`src/rtl/mem_arb_pkg.sv`:
```
// -----------------------------------------------------------------------------
// mem_arb_pkg
// Shared types and default widths for the IFU/LSU memory-port arbiter.
//   state_e : arbiter FSM states (IDLE, REQ, RESP)
//   owner_e : requester that owns the in-flight transaction (IFU, LSU)
//   GNT_*   : bit positions inside the one-hot grant vector
// Optional feature macro: MEM_ARB_RR_EN (round-robin tie breaking).
// -----------------------------------------------------------------------------
package mem_arb_pkg;

    localparam int DEF_ADDR_W = 64;
    localparam int DEF_DATA_W = 64;

    // Positions in the one-hot grant vector produced by mem_arb_pick.
    localparam int GNT_IFU = 0;
    localparam int GNT_LSU = 1;

    typedef enum logic [1:0] {
        ST_IDLE = 2'd0,
        ST_REQ  = 2'd1,
        ST_RESP = 2'd2
    } state_e;

    typedef enum logic {
        OWN_IFU = 1'b0,
        OWN_LSU = 1'b1
    } owner_e;

endpackage : mem_arb_pkg

```
`src/rtl/mem_arb_pick.sv`:
```
// -----------------------------------------------------------------------------
// mem_arb_pick
// Combinational grant selection between fetch and load/store requests.
// Only meaningful while the arbiter is idle; the top gates the result.
//   ifu_valid  in  fetch request pending
//   lsu_valid  in  load/store request pending
//   last_grant in  requester accepted most recently (MEM_ARB_RR_EN only)
//   grant      out one-hot grant, bit GNT_IFU / GNT_LSU; zero if no request
// Optional feature macro: MEM_ARB_RR_EN
//   defined   : a tie goes to the requester that was not granted last
//   undefined : a tie always goes to the LSU
// -----------------------------------------------------------------------------
module mem_arb_pick
    import mem_arb_pkg::*;
(
    input  logic       ifu_valid,
    input  logic       lsu_valid,
`ifdef MEM_ARB_RR_EN
    input  owner_e     last_grant,
`endif
    output logic [1:0] grant
);

    always_comb begin
        // NOTE: every output of a combinational block gets a default first;
        // a path that leaves it unassigned would infer a latch.
        grant = 2'b00;
        if (ifu_valid && lsu_valid) begin
`ifdef MEM_ARB_RR_EN
            if (last_grant == OWN_LSU) begin
                grant[GNT_IFU] = 1'b1;
            end else begin
                grant[GNT_LSU] = 1'b1;
            end
`else
            grant[GNT_LSU] = 1'b1;
`endif
        end else if (lsu_valid) begin
            grant[GNT_LSU] = 1'b1;
        end else if (ifu_valid) begin
            grant[GNT_IFU] = 1'b1;
        end
    end

endmodule : mem_arb_pick

```
`src/rtl/mem_arbiter.sv`:
```
// -----------------------------------------------------------------------------
// mem_arbiter
// Shares a single memory port between instruction fetch (IFU) and load/store
// (LSU). One transaction at a time: IDLE -> REQ -> RESP -> IDLE. Every
// memory-side output and every response output is registered; only the two
// request readies are combinational (from the valids, while idle).
//
// Ports
//   clk, rst_n            clock, asynchronous active-low reset
//   ifu_req_*             fetch request channel (valid/ready/addr)
//   ifu_resp_valid/data   fetch response, valid is a one-cycle pulse
//   lsu_req_*             load/store request channel (valid/ready/addr/wen/
//                         wdata/wmask)
//   lsu_resp_valid/data   load data or store acknowledge, one-cycle pulse
//   mem_req_*             memory request channel (valid/ready/addr/wen/
//                         wdata/wmask)
//   mem_resp_valid/data   memory response, only sampled in RESP
//   busy                  a transaction is in flight (state is not IDLE)
//
// Optional feature macro: MEM_ARB_RR_EN
//   defined   : round-robin on ties, tracked by last_grant
//   undefined : fixed priority, LSU wins every tie
// -----------------------------------------------------------------------------
module mem_arbiter
    import mem_arb_pkg::*;
#(
    parameter int ADDR_W = DEF_ADDR_W,
    parameter int DATA_W = DEF_DATA_W
) (
    input  logic                clk,
    input  logic                rst_n,

    input  logic                ifu_req_valid,
    output logic                ifu_req_ready,
    input  logic [ADDR_W-1:0]   ifu_req_addr,
    output logic                ifu_resp_valid,
    output logic [DATA_W-1:0]   ifu_resp_data,

    input  logic                lsu_req_valid,
    output logic                lsu_req_ready,
    input  logic [ADDR_W-1:0]   lsu_req_addr,
    input  logic                lsu_req_wen,
    input  logic [DATA_W-1:0]   lsu_req_wdata,
    input  logic [DATA_W/8-1:0] lsu_req_wmask,
    output logic                lsu_resp_valid,
    output logic [DATA_W-1:0]   lsu_resp_data,

    output logic                mem_req_valid,
    input  logic                mem_req_ready,
    output logic [ADDR_W-1:0]   mem_req_addr,
    output logic                mem_req_wen,
    output logic [DATA_W-1:0]   mem_req_wdata,
    output logic [DATA_W/8-1:0] mem_req_wmask,
    input  logic                mem_resp_valid,
    input  logic [DATA_W-1:0]   mem_resp_data,

    output logic                busy
);

    localparam int MASK_W = DATA_W / 8;

    // -------------------------------------------------------------------------
    // State
    // -------------------------------------------------------------------------
    state_e              state_q,          state_d;
    owner_e              owner_q,          owner_d;
    logic [ADDR_W-1:0]   addr_q,           addr_d;
    logic                wen_q,            wen_d;
    logic [DATA_W-1:0]   wdata_q,          wdata_d;
    logic [MASK_W-1:0]   wmask_q,          wmask_d;
    logic                mem_req_valid_q,  mem_req_valid_d;
    logic                ifu_resp_valid_q, ifu_resp_valid_d;
    logic                lsu_resp_valid_q, lsu_resp_valid_d;
    logic [DATA_W-1:0]   ifu_resp_data_q,  ifu_resp_data_d;
    logic [DATA_W-1:0]   lsu_resp_data_q,  lsu_resp_data_d;
`ifdef MEM_ARB_RR_EN
    owner_e              last_grant_q,     last_grant_d;
`endif

    logic [1:0]          grant;
    logic                idle;

    assign idle = (state_q == ST_IDLE);

    // -------------------------------------------------------------------------
    // Grant selection
    // -------------------------------------------------------------------------
    mem_arb_pick u_pick (
        .ifu_valid  (ifu_req_valid),
        .lsu_valid  (lsu_req_valid),
`ifdef MEM_ARB_RR_EN
        .last_grant (last_grant_q),
`endif
        .grant      (grant)
    );

    // The pick result already implies the matching valid, so a ready is only
    // ever raised for a requester that is actually asking.
    assign ifu_req_ready = idle && grant[GNT_IFU];
    assign lsu_req_ready = idle && grant[GNT_LSU];

    // -------------------------------------------------------------------------
    // Next-state logic
    // -------------------------------------------------------------------------
    always_comb begin
        state_d          = state_q;
        owner_d          = owner_q;
        addr_d           = addr_q;
        wen_d            = wen_q;
        wdata_d          = wdata_q;
        wmask_d          = wmask_q;
        mem_req_valid_d  = mem_req_valid_q;
        ifu_resp_data_d  = ifu_resp_data_q;
        lsu_resp_data_d  = lsu_resp_data_q;
        // Response valids are pulses: they fall back to 0 unless set below.
        ifu_resp_valid_d = 1'b0;
        lsu_resp_valid_d = 1'b0;
`ifdef MEM_ARB_RR_EN
        last_grant_d     = last_grant_q;
`endif

        unique case (state_q)
            ST_IDLE: begin
                if (grant[GNT_LSU]) begin
                    addr_d          = lsu_req_addr;
                    wen_d           = lsu_req_wen;
                    wdata_d         = lsu_req_wdata;
                    wmask_d         = lsu_req_wmask;
                    owner_d         = OWN_LSU;
                    mem_req_valid_d = 1'b1;
                    state_d         = ST_REQ;
`ifdef MEM_ARB_RR_EN
                    last_grant_d    = OWN_LSU;
`endif
                end else if (grant[GNT_IFU]) begin
                    // Fetches are always reads with no bytes enabled.
                    addr_d          = ifu_req_addr;
                    wen_d           = 1'b0;
                    wdata_d         = '0;
                    wmask_d         = '0;
                    owner_d         = OWN_IFU;
                    mem_req_valid_d = 1'b1;
                    state_d         = ST_REQ;
`ifdef MEM_ARB_RR_EN
                    last_grant_d    = OWN_IFU;
`endif
                end
            end

            ST_REQ: begin
                // Request registers stay untouched until the memory takes it.
                if (mem_req_ready) begin
                    mem_req_valid_d = 1'b0;
                    state_d         = ST_RESP;
                end
            end

            ST_RESP: begin
                if (mem_resp_valid) begin
                    if (owner_q == OWN_LSU) begin
                        lsu_resp_data_d  = mem_resp_data;
                        lsu_resp_valid_d = 1'b1;
                    end else begin
                        ifu_resp_data_d  = mem_resp_data;
                        ifu_resp_valid_d = 1'b1;
                    end
                    state_d = ST_IDLE;
                end
            end

            default: begin
                state_d         = ST_IDLE;
                mem_req_valid_d = 1'b0;
            end
        endcase
    end

    // -------------------------------------------------------------------------
    // Registers
    // -------------------------------------------------------------------------
    always_ff @(posedge clk or negedge rst_n) begin
        // NOTE: sequential state is updated with non-blocking assignments so
        // every flop samples the values from before this clock edge.
        if (!rst_n) begin
            // Reset drops any in-flight transaction and clears the datapath
            // registers so the outputs read 0 until the first response.
            state_q          <= ST_IDLE;
            owner_q          <= OWN_IFU;
            addr_q           <= '0;
            wen_q            <= 1'b0;
            wdata_q          <= '0;
            wmask_q          <= '0;
            mem_req_valid_q  <= 1'b0;
            ifu_resp_valid_q <= 1'b0;
            lsu_resp_valid_q <= 1'b0;
            ifu_resp_data_q  <= '0;
            lsu_resp_data_q  <= '0;
`ifdef MEM_ARB_RR_EN
            last_grant_q     <= OWN_IFU;
`endif
        end else begin
            state_q          <= state_d;
            owner_q          <= owner_d;
            addr_q           <= addr_d;
            wen_q            <= wen_d;
            wdata_q          <= wdata_d;
            wmask_q          <= wmask_d;
            mem_req_valid_q  <= mem_req_valid_d;
            ifu_resp_valid_q <= ifu_resp_valid_d;
            lsu_resp_valid_q <= lsu_resp_valid_d;
            ifu_resp_data_q  <= ifu_resp_data_d;
            lsu_resp_data_q  <= lsu_resp_data_d;
`ifdef MEM_ARB_RR_EN
            last_grant_q     <= last_grant_d;
`endif
        end
    end

    // -------------------------------------------------------------------------
    // Outputs
    // -------------------------------------------------------------------------
    assign mem_req_valid  = mem_req_valid_q;
    assign mem_req_addr   = addr_q;
    assign mem_req_wen    = wen_q;
    assign mem_req_wdata  = wdata_q;
    assign mem_req_wmask  = wmask_q;
    assign ifu_resp_valid = ifu_resp_valid_q;
    assign ifu_resp_data  = ifu_resp_data_q;
    assign lsu_resp_valid = lsu_resp_valid_q;
    assign lsu_resp_data  = lsu_resp_data_q;
    assign busy           = !idle;

endmodule : mem_arbiter

```
`config.mk`:
```
export PLATFORM = sky130hd
export DESIGN_NAME = mem_arbiter
export DESIGN_NICKNAME = d
export VERILOG_FILES = /design/src/rtl/mem_arb_pkg.sv /design/src/rtl/mem_arb_pick.sv /design/src/rtl/mem_arbiter.sv
export SDC_FILE = /design/constraint.sdc
export NUM_CORES = 1
export LEC_CHECK = 0
export ABC_AREA = 1
export CORE_ASPECT_RATIO = 0.9
export CORE_MARGIN = 8
export CORE_UTILIZATION = 25
export DETAILED_ROUTE_END_ITERATION = 8
export GPL_TIMING_DRIVEN = 0
export PLACE_DENSITY = 0.61
export SLEW_MARGIN = 10
export SYNTH_ARGS = -nofsm -noshare
export SYNTH_HDL_FRONTEND = slang
export SYNTH_SLANG_ARGS = --single-unit
```
`constraint.sdc`:
```
create_clock -name clk -period 1.41 [get_ports clk]
set_input_delay 0.2115 -clock clk [delete_from_list [all_inputs] [get_ports clk]]
set_output_delay 0.2115 -clock clk [all_outputs]
set_load 0.02 [all_outputs]
```
## Word-level counts from Yosys, hierarchy flattened

Cells that the tools add are included.

| storage, ports and cells | value |
|---|---|
| register bits after elaboration | 271 |
| input port bits | 271 |
| output and inout bits | 271 |
| word-level logic and storage cells | 58 |

| cells by class | value |
|---|---|
| equal/unequal tests | 5 |
| multiplexer cells | 29 |
| bitwise operators | 2 |
| reductions and logical operators | 11 |

Operators by type and width:

| kind | count |
|---|---|
| two-way mux 64 bit | 4 |
| two-way mux 1 bit | 17 |
| two-way mux 8 bit | 2 |
| AND reduction 3 bit | 4 |
| two-way mux 2 bit | 4 |
| one-hot mux 2 bit (3 select lines) | 1 |
| inequality test 2 bit, second input constant | 2 |
| logical AND 1 bit | 3 |
| inequality test 3 bit, second input constant | 1 |
| one-hot mux 1 bit (3 select lines) | 1 |
| equality test 2 x 1 -> 1 bit, second input constant | 1 |
| equality test 2 bit, second input constant | 1 |
| zero test 2 bit | 1 |
| inverter 1 bit | 2 |
| AND reduction 2 bit | 1 |
| nonzero test 2 bit | 1 |
| zero test 1 bit | 1 |

## Logic depth before layout (Yosys ltp)

Gate-level depths: netlist of run 1.

| logic depth | value |
|---|---|
| depth after elaboration | 6 |
| depth in mapped cells | 8 |
| mapped depth without buffers | 5 |

## By module

Synthesis of run 1 repeated with hierarchy kept, for this count alone.

| unflattened totals | value |
|---|---|
| cells, all modules | 1378 |
| area total of the unflattened synthesis | 11230.8 um^2 |

Modules (own cells, without submodules):

| module | instances | cells each | area an instance (um^2) | sequential area each (um^2) |
|---|---|---|---|---|
| mem_arbiter | 1 | 1375 | 11219.5 | 6781.5 |
| mem_arb_pick | 1 | 3 | 11.3 | 0.0 |

## Worst setup path before layout of run 1

Ideal clock, no wire load.

| path | value |
|---|---|
| path type | register to output |
| from | reg state_q[0] |
| to | out ifu_req_ready |
| data arrival time | 1194 ps |
| required time | 1199 ps |
| slack | 5 ps |
| cell stages (with the launch flop) | 4 |
| buffers on the path | 0 |
| cell sequence | dfrtp_1 inv_2 nand2_1 nor3_1 |

| on the way | value |
|---|---|
| longest elaborated chain between the ends | 2 |

RTL lines:

| element | RTL line | RTL |
|---|---|---|
| from (decl) | mem_arbiter.sv:65 | `state_e state_q, state_d;` |
| from (signal assigned) | mem_arbiter.sv:202 | `state_q <= state_d;` |
| zero test 2 bit | mem_arbiter.sv:83 | `assign idle = (state_q == ST_IDLE);` |
| logical AND 1 bit | mem_arbiter.sv:99 | `assign ifu_req_ready = idle && grant[GNT_IFU];` |
| to (decl) | mem_arbiter.sv:34 | `output logic ifu_req_ready,` |

Every way passes these cells.

## Final worst setup path of run 1

| path | value |
|---|---|
| from | reg state_q[0] |
| to | out lsu_req_ready |

| on the way | value |
|---|---|
| longest elaborated chain between the ends | 2 |

RTL lines:

| element | RTL line | RTL |
|---|---|---|
| zero test 2 bit | mem_arbiter.sv:83 |  |
| logical AND 1 bit | mem_arbiter.sv:100 | `assign lsu_req_ready = idle && grant[GNT_LSU];` |
| to (decl) | mem_arbiter.sv:40 | `output logic lsu_req_ready,` |

Every way passes these cells.

==> results of run 1 <==
-- stage by stage --
stage                TNS, ps  util [%]  area (sq um)  setup WS (ps)
detailed placement    -75790      39.5         17400           -918
global placement    -3295010      39.3         17400         -11950
CTS                   -42890      40.1         17700           -448
floorplan                  0         -         11200           4.72
finish                -47270      41.6         18400           -372
global route          -66550      41.6         18400           -468
-- cell families (layout without fill, tap and decap cells) --
logic type	count (synthesis)	count (layout)	synth area share, %
simple gates	1008	1010	35.4
compound gates	3	3	0.134
buf+inv	94	730	4.06
other cells	0	2	0
flops	271	271	60.4
-- worst max-delay path, stage by stage, from the launching register on --
cell and delay (ps):
dfrtp_2 440, nor2_4 180, buf_8 120, nand2_4 50, inv_4 90, buf_6 120
-- cell usage after synthesis --
master / number
nor2_4: 1
buf_2: 67
nor3_1: 1
inv_1: 6
inv_2: 2
nor2_2: 2
dfrtp_1: 271
o21ai_1: 1
nand3_1: 138
o21ai_0: 2
nor2_1: 3
clkbuf_1: 13
buf_4: 5
nand2_2: 1
buf_1: 1
nand2_1: 862
-- repair_timing --
item | CTS | global route
buffers inserted | 13 | 5
cloned | 4 | 17
hold buffers | 1 | 0
resized for setup | 1264 | 59
endpoints found under the hold margin | 84 | 0
pin swaps | 3 | 6
setup endpoints to repair | 528 | 299
-- final timing paths --
path | cells after the start | to | slack, ps
hold / removal | 3 | mem_req_wdata[53] | 200
min in group asynchronous | 2 | ifu_resp_data[22] | 260
max in group asynchronous | 3 | mem_req_addr[8] | 160
setup reg to reg | 10 | mem_req_wdata[48] | -340
hold reg to reg | 2 | mem_req_wdata[24] | 460
setup / recovery | 5 | lsu_req_ready | -370
-- power by group through the flow --
stage	combinational, W	clock (W)	sequential (W)
3_3_place_gp	0.0207	0	0.0134
5_1_grt	0.0215	0.00826	0.0138
6_report	0.0199	0.00769	0.0134
2_1_floorplan	0.00531	0	0.0175
4_1_cts	0.0194	0.00794	0.0134
3_5_place_dp	0.0208	0	0.0135
-- flip-flops by register name (all words and copies together), names as in the netlist, 2 cells and up --
| name | cells |
|---|---|
| mem_req_wmask | 8 |
| mem_req_addr | 64 |
| mem_req_wdata | 64 |
| state_q | 2 |
| ifu_resp_data | 64 |
| lsu_resp_data | 64 |
-- cell type report --
type / count / area share (%)
Antenna cell: 2 / 0.0272
Buffer: 85 / 4.33
Clock buffer: 45 / 4.89
Clock inverter: 13 / 0.429
Inverter: 8 / 0.177
Multi-Input combinational cell: 1013 / 22.7
Sequential cell: 271 / 36.9
Tap cell: 600 / 4.08
Timing Repair Buffer: 579 / 26.4
-- layer usage --
| layer | global-route usage [%] | share of wire (%) | wire length, um |
|---|---|---|---|
| met5 | 0 | 0 | 0 |
| met2 | 33.3 | 50 | 25800 |
| met1 | 20.8 | 39 | 19900 |
| met3 | 5.58 | 8.0 | 4090 |
| met4 | 4.86 | 2.8 | 1410 |
==> impl_metrics.env, run 1 <==
export IMPL_clkTransAtPathRegs_ps=60
export IMPL_hold_viol=0
export IMPL_max_freq_mhz=561
export IMPL_antenna_found_initial=1
export IMPL_drcViolationCount=0
export IMPL_cts_max_level=1
export IMPL_drt_vias_per_instance=4.39
export IMPL_grt_max_degree=106
export IMPL_num_vias=11500
export IMPL_fin_ws_ps=-372
export IMPL_synthCells=1376
export IMPL_layout_common_cells="nand2_1 (843), buf_2 (286), clkdlybuf4s50_1 (268), dfrtp_1 (266), nand3_1 (135)"
export IMPL_grt_pass1_wl_mm=74.1
export IMPL_yosys_warnings=0
export IMPL_fill_cells=4555
export IMPL_slew_limit_headroom_pct=52.8
export IMPL_first_iter_violations=617
export IMPL_cp_end_kind="output port"
export IMPL_tightest_slew_ps=708
export IMPL_r2r_start="state_q[0]"
export IMPL_pwr_share_comb_pct=48.6
export IMPL_place_inst=2518
export IMPL_p_sw_w=0.0179
export IMPL_instances_no_fill=2616
export IMPL_drt_pass1_iter_count=5
export IMPL_clock_path_buffers=3
export IMPL_powerDensity_nw_per_um2=2230
export IMPL_fp_dieW_um=239
export IMPL_layout_nets=2260
export IMPL_grt_overflow_total=0
export IMPL_ir_drop_mv=1.06
export IMPL_status="finished, violations left"
export IMPL_layout_commonest_cell="nand2_1"
export IMPL_numPortBuffers=540
export IMPL_arrival_ps=1570
export IMPL_cts_sinks=271
export IMPL_dp_hpwl_mm=39.3
export IMPL_crit_path_max_fanout=3
export IMPL_p_leak_nw=9.98
export IMPL_swShare_pct=43.6
export IMPL_ios=542
export IMPL_dieHeight_um=217
export IMPL_register_area_sq_um=6790
export IMPL_ant_nets=0
export IMPL_tritoncts="built"
export IMPL_crit_start="state_q[0]"
export IMPL_ys_seq_area_share_pct=60.4
export IMPL_clockPowerShare_pct=18.7
export IMPL_timing_worst_setup_path_type="flop to output port"
export IMPL_clk_latency_ps=570
export IMPL_die_area_sq_um=51900
export IMPL_yosysTopAreaCellShare_pct=60.4
export IMPL_fin_skew_ps=11.9
export IMPL_grtUsageTotal_pct=18.4
export IMPL_seqPwrFrac_pct=32.7
export IMPL_maxSlewViolCount=0
export IMPL_crit_required_ps=1200
export IMPL_yosys_area_top_type="dfrtp_1"
export IMPL_violations="setup timing"
export IMPL_worst_hold_startpoint="lsu_req_wdata[53]"
export IMPL_period_needed_ps=1780
export IMPL_gp_congestion=0.881
export IMPL_synth_area_sq_um=11200
export IMPL_start_kind="flop"
export IMPL_internal_power_w=0.0232
export IMPL_wl_mm=51.2
export IMPL_yosys_top_cells_area="dfrtp_1 (60%), nand2_1 (29%), nand3_1 (6.2%), buf_2 (3.0%), clkbuf_1 (0.43%)"
export IMPL_synth_nets=1647
export IMPL_detail_route_wl_per_cell_um=19.6
export IMPL_clock_root_buffer="clkbuf_16"
export IMPL_layout_drive_gt1_share_pct=23.7
export IMPL_ys_ff_latch=271
export IMPL_rsz0062_at_grt="true"
export IMPL_grt_pass1_vias=11900
export IMPL_power_w=0.0410
export IMPL_syn_to_final_growth_pct=63.8
export IMPL_core_area_sq_um=44200
export IMPL_std_cell_rows=73
export IMPL_maxCapViolations=0
export IMPL_start_util_pct=25.4
export IMPL_whs_ps=202
export IMPL_syn_avg_cell_area_sq_um=8.16
export IMPL_numCtsBuffers=31
export IMPL_multiInputGateArea_sq_um=4180
export IMPL_hold_class="input pin to flop"
export IMPL_yosys_cell_types_count=16
export IMPL_setup_violations=271
export IMPL_finalCritPeriodShare_pct=126
No activity file was read; power rests on OpenSTA's default activity.
==> run 2, diff against run 1 <==
--- a/config.mk
+++ b/config.mk
@@ -10,6 +10,7 @@
 export CORE_MARGIN = 8
 export CORE_UTILIZATION = 25
 export DETAILED_ROUTE_END_ITERATION = 8
+export GPL_ROUTABILITY_DRIVEN = 0
 export GPL_TIMING_DRIVEN = 0
 export PLACE_DENSITY = 0.61
 export SLEW_MARGIN = 10
==> impl_metrics.env, run 2 (synthesis gave the netlist of run 1 again) <==
export IMPL_grtUsageTotal_pct=18.2
export IMPL_fp_dieW_um=239
export IMPL_numPortBuffers=540
export IMPL_layout_common_cells="nand2_1 (856), buf_2 (283), clkdlybuf4s50_1 (268), dfrtp_1 (264), nand3_1 (135)"
export IMPL_crit_path_max_fanout=4
export IMPL_syn_to_final_growth_pct=62.5
export IMPL_p_sw_w=0.0176
export IMPL_hold_viol=0
export IMPL_fin_skew_ps=4.65
export IMPL_drt_vias_per_instance=4.39
export IMPL_powerDensity_nw_per_um2=2240
export IMPL_dieHeight_um=217
export IMPL_cts_sinks=271
export IMPL_detail_route_wl_per_cell_um=19.5
export IMPL_grt_max_degree=79
export IMPL_grt_overflow_total=0
export IMPL_swShare_pct=43.3
export IMPL_layout_nets=2257
export IMPL_start_util_pct=25.4
export IMPL_hold_class="input pin to asynchronous set/reset pin"
export IMPL_cts_max_level=1
export IMPL_finalSetupTns_ps=-37640
export IMPL_first_iter_violations=592
export IMPL_instances_no_fill=2610
export IMPL_clock_root_buffer="clkbuf_16"
export IMPL_crit_required_ps=1200
export IMPL_tritoncts="built"
export IMPL_ios=542
export IMPL_start_kind="flop"
export IMPL_drt_pass1_iter_count=5
export IMPL_std_cell_rows=73
export IMPL_slew_limit_headroom_pct=54.6
export IMPL_status="finished, violations left"
export IMPL_maxSlewViolCount=0
export IMPL_max_freq_mhz=558
export IMPL_pwr_share_comb_pct=47.6
export IMPL_clkTransAtPathRegs_ps=60
export IMPL_antenna_found_initial=5
export IMPL_die_area_sq_um=51900
export IMPL_clk_latency_ps=570
export IMPL_core_area_sq_um=44200
export IMPL_p_leak_nw=9.90
export IMPL_period_needed_ps=1790
export IMPL_ant_nets=0
export IMPL_setup_violations=198
export IMPL_dp_hpwl_mm=39.4
export IMPL_violations="setup timing"
export IMPL_fin_ws_ps=-383
export IMPL_clockPowerShare_pct=19.6
export IMPL_arrival_ps=1580
export IMPL_ir_drop_mv=0.916
export IMPL_num_vias=11500
export IMPL_internal_power_w=0.0231
export IMPL_wl_mm=51.0
export IMPL_finalCritPeriodShare_pct=127
export IMPL_drcViolationCount=0
export IMPL_rsz0062_at_grt="true"
export IMPL_r2r_setup_slack_ps=-340
export IMPL_layout_commonest_cell="nand2_1"
export IMPL_maxCapViolations=0
export IMPL_numCtsBuffers=31
export IMPL_clock_path_buffers=3
export IMPL_layout_drive_gt1_share_pct=22.8
export IMPL_grt_pass1_vias=11800
export IMPL_grt_pass1_wl_mm=73.6
export IMPL_cp_end_kind="output port"
export IMPL_seqPwrFrac_pct=32.8
export IMPL_place_inst=2519
export IMPL_timing_worst_setup_path_type="flop to output port"
export IMPL_tightest_slew_ps=681
run 2: cell count changes in the layout (fill, tap and decap cells not counted), moves of 2 or more:
cell and delta:
bufinv_16 +3, dfrtp_1 -2, buf_4 -5, clkbuf_4 +2
buf_12 -3, clkbuf_8 -3, clkinv_2 -4, nand2_2 -12
buf_2 -3, nand2_1 +13, buf_6 +10, clkbuf_16 -6
clkbuf_1 +4, dfrtp_2 +2
run 2: timing repair:
| item | CTS | global route |
|---|---|---|
| pin swaps | 2 | 3 |
| buffers inserted | 9 | 12 |
| gates resized for setup | 1230 | 112 |
| setup endpoints to repair | 527 | 341 |
| gates cloned | 1 | 13 |
| hold endpoints to repair | 70 | 0 |
| hold buffers | 1 | 0 |
run 2: worst max-delay path: stages (launching register included):
cell and delay [ps]:
dfrtp_2 440, nor2_4 190, buf_8 130, nand2_4 50, inv_4 90, buf_6 120
run 2: power groups by stage:
stage / Clock [W] / Sequential (W) / Combinational, W
final: 0.00797 / 0.0134 / 0.0194
after global placement: 0 / 0.0134 / 0.0207
after CTS: 0.00820 / 0.0134 / 0.0188
after detailed placement: 0 / 0.0135 / 0.0208
after global routing: 0.00853 / 0.0138 / 0.0211
after floorplan: 0 / 0.0175 / 0.00531
run 2: final timing paths:
| kind | cells after the start | startpoint | endpoint |
|---|---|---|---|
| min in group clk | 3 | lsu_req_wdata[57] | mem_req_wdata[57] |
| max | 5 | state_q[0] | lsu_req_ready |
| max reg2reg | 11 | state_q[0] | mem_req_wdata[46] |
| min reg2reg | 2 | mem_req_wdata[52] | mem_req_wdata[52] |
| max in group asynchronous | 4 | rst_n | mem_req_addr[24] |
| min | 2 | rst_n | ifu_resp_data[19] |
run 2: stage by stage:
stage / util (%) / instance area, sq um / total power, W / hold slack [ps] / setup slack, ps
floorplan: - / 11200 / 0.0228 / -84.1 / 4.72
global placement: 39.3 / 17400 / 0.0341 / 454 / -11930
detailed placement: 39.5 / 17500 / 0.0343 / 171 / -915
CTS: 39.7 / 17500 / 0.0404 / 157 / -429
global route: 41.2 / 18200 / 0.0434 / 177 / -450
finish: 41.3 / 18200 / 0.0408 / 195 / -383
run 2: final cells by class:
| class | instances | area, sq um |
|---|---|---|
| antenna | 2 | 5.00 |
| fill | 4638 | 26000 |
| buffer | 86 | 797 |
| sequential | 271 | 6790 |
| clock buffer | 45 | 858 |
| tap | 600 | 751 |
| inverter | 8 | 32.5 |
| timing repair buffer | 575 | 4740 |
| clock inverter | 10 | 133 |
| multi-input combinational | 1013 | 4130 |
run 2: layer usage:
layer	up-vias	share of wire, %	wire length (um)	GRT usage (%)
li1	5479	-	-	-
met3	89	8.9	4530	5.91
met1	5368	38	19500	20.7
met5	-	0.075	38	0
met4	6	3.9	1990	6.22
met2	511	49	24900	32.0
